### src/rtl/instruction_fetch_pkg.sv
`default_nettype none
// ============================================================================
//  Module   : instruction_fetch_pkg
//  Brief    : Shared definitions for the instruction fetch stage: FSM state
//             encodings, instruction geometry and small state helpers.
//  Revision : 1.0 - initial release
// ============================================================================
package instruction_fetch_pkg;

   // Instruction geometry, matched to the instruction register downstream
   localparam int INSTR_BYTES = 3;
   localparam int BYTE_WIDTH  = 8;
   localparam int INSTR_WIDTH = INSTR_BYTES * BYTE_WIDTH;

   // Fetch FSM encodings
   typedef enum logic [2:0] {
      IF_IDLE = 3'd0,
      IF_F_OP = 3'd1,
      IF_F_A1 = 3'd2,
      IF_F_A2 = 3'd3,
      IF_LOAD = 3'd4
   } if_state_t;

   // State that follows a byte-fetch state once its byte has been acknowledged
   function automatic if_state_t next_fetch_state(input if_state_t s);
      if_state_t n;
      case (s)
         IF_F_OP: n = IF_F_A1;
         IF_F_A1: n = IF_F_A2;
         IF_F_A2: n = IF_LOAD;
         default: n = IF_IDLE;
      endcase
      return n;
   endfunction

   // Byte offset from PC that a byte-fetch state reads
   function automatic logic [1:0] byte_index(input if_state_t s);
      logic [1:0] idx;
      case (s)
         IF_F_A1: idx = 2'd1;
         IF_F_A2: idx = 2'd2;
         default: idx = 2'd0;
      endcase
      return idx;
   endfunction

endpackage
`default_nettype wire

### src/rtl/instruction_fetch.sv
`default_nettype none
// ============================================================================
//  Module   : instruction_fetch
//  Brief    : Fetches three consecutive bytes (opcode, operando1, operando2)
//             from byte-wide program memory, presents them to the IR with
//             IR_load until ir_ready, then advances PC by three. Supports PC
//             redirect and a fetch enable for halt/stall.
//  Revision : 1.0 - initial release
// ============================================================================
module instruction_fetch
   import instruction_fetch_pkg::*;
#(
   parameter int                    ADDR_WIDTH = 8,
   parameter logic [ADDR_WIDTH-1:0] RESET_PC   = '0
) (
   input  logic                  clk,
   input  logic                  rst_n,
   input  logic                  fetch_en,
   input  logic                  pc_load,
   input  logic [ADDR_WIDTH-1:0] pc_in,
   output logic [ADDR_WIDTH-1:0] mem_addr,
   output logic                  mem_rd,
   input  logic                  mem_ack,
   input  logic [7:0]            mem_data,
   output logic [7:0]            opcode,
   output logic [7:0]            operando1,
   output logic [7:0]            operando2,
   output logic                  IR_load,
   input  logic                  ir_ready,
   output logic [ADDR_WIDTH-1:0] pc
);

   if_state_t             state;
   if_state_t             fetch_next;
   logic [ADDR_WIDTH-1:0] pc_next;
   logic [ADDR_WIDTH-1:0] fetch_next_addr;

   // Next-PC and next-byte address; the adders wrap naturally at ADDR_WIDTH
   always_comb begin
      pc_next         = pc + ADDR_WIDTH'(INSTR_BYTES);
      fetch_next      = next_fetch_state(state);
      fetch_next_addr = pc + ADDR_WIDTH'(byte_index(fetch_next));
   end

   // Fetch FSM with registered outputs. Each byte state spends its first
   // cycle with mem_rd low (new address settling), then requests until ack.
   // LOAD likewise spends one cycle before raising IR_load. A redirect
   // overrides everything else in the same cycle.
   always_ff @(posedge clk or negedge rst_n) begin
      if (!rst_n) begin
         state     <= IF_IDLE;
         pc        <= RESET_PC;
         mem_addr  <= '0;
         mem_rd    <= 1'b0;
         opcode    <= 8'h00;
         operando1 <= 8'h00;
         operando2 <= 8'h00;
         IR_load   <= 1'b0;
      end else if (pc_load) begin
         // Redirect: discard any partial instruction, bytes keep old values
         pc       <= pc_in;
         mem_addr <= pc_in;
         mem_rd   <= 1'b0;
         IR_load  <= 1'b0;
         state    <= fetch_en ? IF_F_OP : IF_IDLE;
      end else begin
         case (state)
            IF_IDLE: begin
               mem_rd  <= 1'b0;
               IR_load <= 1'b0;
               if (fetch_en) begin
                  mem_addr <= pc;
                  state    <= IF_F_OP;
               end
            end

            IF_F_OP, IF_F_A1, IF_F_A2: begin
               if (!mem_rd) begin
                  mem_rd <= 1'b1;
               end else if (mem_ack) begin
                  case (state)
                     IF_F_OP: opcode    <= mem_data;
                     IF_F_A1: operando1 <= mem_data;
                     default: operando2 <= mem_data;
                  endcase
                  mem_rd   <= 1'b0;
                  mem_addr <= fetch_next_addr;
                  state    <= fetch_next;
               end
            end

            IF_LOAD: begin
               if (!IR_load) begin
                  IR_load <= 1'b1;
               end else if (ir_ready) begin
                  // IR captured the instruction: step to the next one
                  IR_load  <= 1'b0;
                  pc       <= pc_next;
                  mem_addr <= pc_next;
                  state    <= fetch_en ? IF_F_OP : IF_IDLE;
               end
            end

            default: begin
               mem_rd  <= 1'b0;
               IR_load <= 1'b0;
               state   <= IF_IDLE;
            end
         endcase
      end
   end

endmodule
`default_nettype wire

### config.mk
export PLATFORM = sky130hd
export DESIGN_NAME = instruction_fetch
export DESIGN_NICKNAME = d
export VERILOG_FILES = /design/src/rtl/instruction_fetch_pkg.sv /design/src/rtl/instruction_fetch.sv
export SDC_FILE = /design/constraint.sdc
export NUM_CORES = 1
export LEC_CHECK = 0
export ABC_CLOCK_PERIOD_IN_PS = 2400
export BUFFER_PORTS_ARGS = -buffer_cell sky130_fd_sc_hd__buf_2
export CAP_MARGIN = 20
export CORE_MARGIN = 4
export CORE_UTILIZATION = 52
export DETAILED_ROUTE_END_ITERATION = 7
export GPL_TIMING_DRIVEN = 1
export PLACE_DENSITY = 0.79
export SKIP_CTS_REPAIR_TIMING = 1
export SLEW_MARGIN = 20
export SYNTH_ARGS = -nofsm -noshare
export SYNTH_HDL_FRONTEND = slang
export SYNTH_SLANG_ARGS = --single-unit
### constraint.sdc
create_clock -name clk -period 2.4 [get_ports clk]
set_input_delay 0.48 -clock clk [delete_from_list [all_inputs] [get_ports clk]]
set_output_delay 0.48 -clock clk [all_outputs]
set_load 0.05 [all_outputs]
==> flow_summary.ini <==
[status]
status = complete, no violations

[power_and_ir_drop]
comb_power_share_pct = 37.3
netSwitchingFraction_pct = 41.7
p_seq_share_pct = 38.6
p_int_uw = 1460
leakagePower_uw = 0.00136
power.density_nw_per_um2 = 883
ir_drop_uv = 866
power.switching_uw = 1040
power_frac_clock_pct = 24.1

[worst_hold_path]
hp-class = input port to async pin

[yosys]
syn-instance-count = 211
synth_top_area_share_pct = 48.4
avgSynthCellArea_um2 = 11.0
ys_top_cells_by_area = dfrtp_1 (48%), mux2_2 (12%), xnor2_1 (3.8%)
synth-simple-area-share_pct = 13.8
synth_flop_cell = dfrtp_1
synth_top_cell_by_area = dfrtp_1
syn_area_um2 = 2330
synth_edf_count = 0
synth_compound_area_share_pct = 13.9
synthAdderAreaFrac_pct = 2.47
synth_top_family_by_area = compound AO/OA/AOI/OAI gates
synthMuxAreaShare_pct = 12.7
ys_seq_area_share_pct = 48.4
yosys_warnings = 0
yosysUniqueCellTypes = 46
synth_nets = 237
async_flop_share_pct = 100
synth_xor_area_share_pct = 4.52
ys_ff_latch = 45

[timing]
fmax_mhz = 447
finalWorstSetupSlack_ns = 0.162
layout_min_cycle_time_ns = 2.24
finalSetupViolations = 0
slew_headroom_pct = 65.5
skew_ns = 0.00742
rsz0062_at_grt = true
worst_pin_slew_ns = 0.517
hold_slack_ns = 0.133
fin_crit_sh_pct = 93.2
slew_viol_final = 0
hold_viol = 0

[clock_tree]
clkTransAtPathRegs_ns = 0.09
cts_tree = done
cts_buffers = 5
h-tree-depth = 2
insertion_delay_ns = 0.31
cts_root_buf = clkbuf_8
cts_buffer_depth = 2
cts_sinks = 45

[placement]
gp_congestion = 0.966
io_buffers = 63
dp.cells = 325
place_ws_ns = 0.150
dpl_cell_area_um2 = 2710
hpwl_mm = 3.84

[setup_path]
slowest_delay_ns = 0.41
r2r_cells = 8
critPathRequiredTime_ns = 2.58
rr_endpoint = mem_addr[4]
critical_path_class = flop to flop
reg2reg_from = state[0]
worstPathArrival_ns = 2.42
crit_start = state[0]
cpLargestDelayFamily = compound AO/OA/AOI/OAI gates
crit_buf_inv = 1
worst_path_max_delay_cell = fa_1
crit_fanout = 4
crit_chain = inv_1 > nor3_1 > ha_1 > fa_1 > a31oi_1 > nor3_1 > o311ai_0 > o21ai_0
start_kind = flop
r2r_setup_slack_ns = 0.16
cp-end-kind = flop
cpMostUsedCell = nor3_1

[global_routing]
grtUsageMet1_pct = 26.1
met2_usage_pct = 32.1
met3_usage_pct = 7.34
grt_usage_pct = 20.4
top_usage_layer = met2
grt_pass1_wl_mm = 8.64
grt_max_degree = 27
grt_pass1_vias = 1843
grt-ovfl-total = 0
antenna_found_initial = 0

[routing]
drtIter0Drc = 81
drcViolationCount = 0
via_per_inst = 5.56
antenna_left = 0
drtPass1Iterations = 4
wl_mm = 5.16
wl_per_cell_um = 15.5
vias = 1851

[final_layout]
area_growth_pct = 21.6
post-route-cell-area_um2 = 2830
num_antenna_cells = 0
final_util_pct = 65.0
nets = 306
instances_no_fill = 333
post_route_cells_drive_above_1_share_pct = 40.2
fillers = 377

[floorplan]
dieHeight_um = 74.9
fp.dieArea_um2 = 5610
start_util_pct = 53.4
io_pins = 64
fp.dieW_um = 74.9
fp.coreArea_um2 = 4350
num_rows = 24

[flow_run]
maxCapViolCount = 0
## cells by family (layout without fill, tap and decap cells)
logic type               after synthesis  count (layout)
AND/OR/NAND/NOR                       59              59
AO/OA/AOI/OAI                         46              46
flip-flops                            45              45
multiplexers                          26              26
buffers and inverters                 19              89
XOR/XNOR                              12              12
adder cells (fa/ha/maj)                4               4
## placed cells by master (no fill, tap or decap), drive strengths merged
cell type,Yosys,final
xor2,2,2
nor3,8,8
a31o,1,1
ha,3,3
a2111oi,1,1
a22oi,1,1
buf,5,72
o31ai,1,1
a21boi,4,4
dfrtp,45,45
clkinv,1,1
mux2i,1,1
nand2,21,21
o21bai,1,1
xnor2,10,10
o22ai,1,1
nor4,2,2
nand2b,4,4
a31oi,6,6
nor3b,2,2
bufinv,0,1
inv,8,10
and4,1,1
a311oi,1,1
mux2,25,25
o21a,3,3
nor2,11,11
a21oi,6,6
nor4b,1,1
o311ai,3,3
or3b,1,1
o22a,2,2
or2,1,1
nand4,3,3
o21ai,9,9
nand3,4,4
a211oi,1,1
clkbuf,5,5
o211ai,5,5
fa,1,1
## stage by stage
| step | TNS (ns) | total power (uW) |
|---|---|---|
| floorplan | 0 | 1700 |
| global placement | 0 | 1900 |
| detailed placement | 0 | 1910 |
| CTS | 0 | 2510 |
| global route | -0.00251 | 2630 |
| finish | 0 | 2500 |
## synthesized netlist by cell type (all sizes together), types with 2 or more instances
master	n
o22a	2
o311ai	3
dfrtp	45
o21ai	9
nor4	2
xor2	2
xnor2	10
nand4	3
inv	8
mux2	25
nand3	4
nor2	11
a21oi	6
nand2b	4
nand2	21
buf	5
nor3b	2
o211ai	5
nor3	8
clkbuf	5
ha	3
o21a	3
a31oi	6
a21boi	4
## state kept, by name, indices dropped and copies added, names as in the netlist
signal     cells
operando1      8
mem_addr       8
state          3
operando2      8
mem_rd         1
opcode         8
IR_load        1
pc             8
## power by group through the flow
stage                     Sequential, uW  Clock [uW]  Combinational, uW
after global placement               973           0                930
after global routing                 982         652                994
after floorplan                     1410           0                293
after CTS                            962         613                939
after detailed placement             977           0                937
final                                964         601                933
## worst max path at each step
stage | to | depth (start not counted)
6_report | mem_addr[4] | 8
5_1_grt | mem_addr[5] | 9
4_1_cts | mem_addr[5] | 9
3_5_place_dp | mem_addr[5] | 9
3_3_place_gp | mem_addr[5] | 9
2_1_floorplan | mem_addr[4] | 6
## worst register-to-register path: stages (launching register included)
cell	delay [ns]
dfrtp_1	0.39
inv_1	0.12
nor3_1	0.08
ha_1	0.22
fa_1	0.41
a31oi_1	0.37
nor3_1	0.08
o311ai_0	0.31
o21ai_0	0.13
## cell type report
cell class                 instances  area (um^2)  share of cell area, %
clock buffer                       5         68.8                   2.43
timing repair buffer              72          383                   13.5
sequential                        45         1130                   39.8
tap                               52         65.1                   2.30
multi-input combinational        147         1100                   39.1
inverter                           9         33.8                   1.19
clock inverter                     3         47.5                   1.68
## metal layers
layer	routed length (um)	share of wire, %
met1	2300	45
met2	2340	45
met3	438	8.5
met4	87	1.7
met5	0	0
Power figures use the tool's default switching activity.
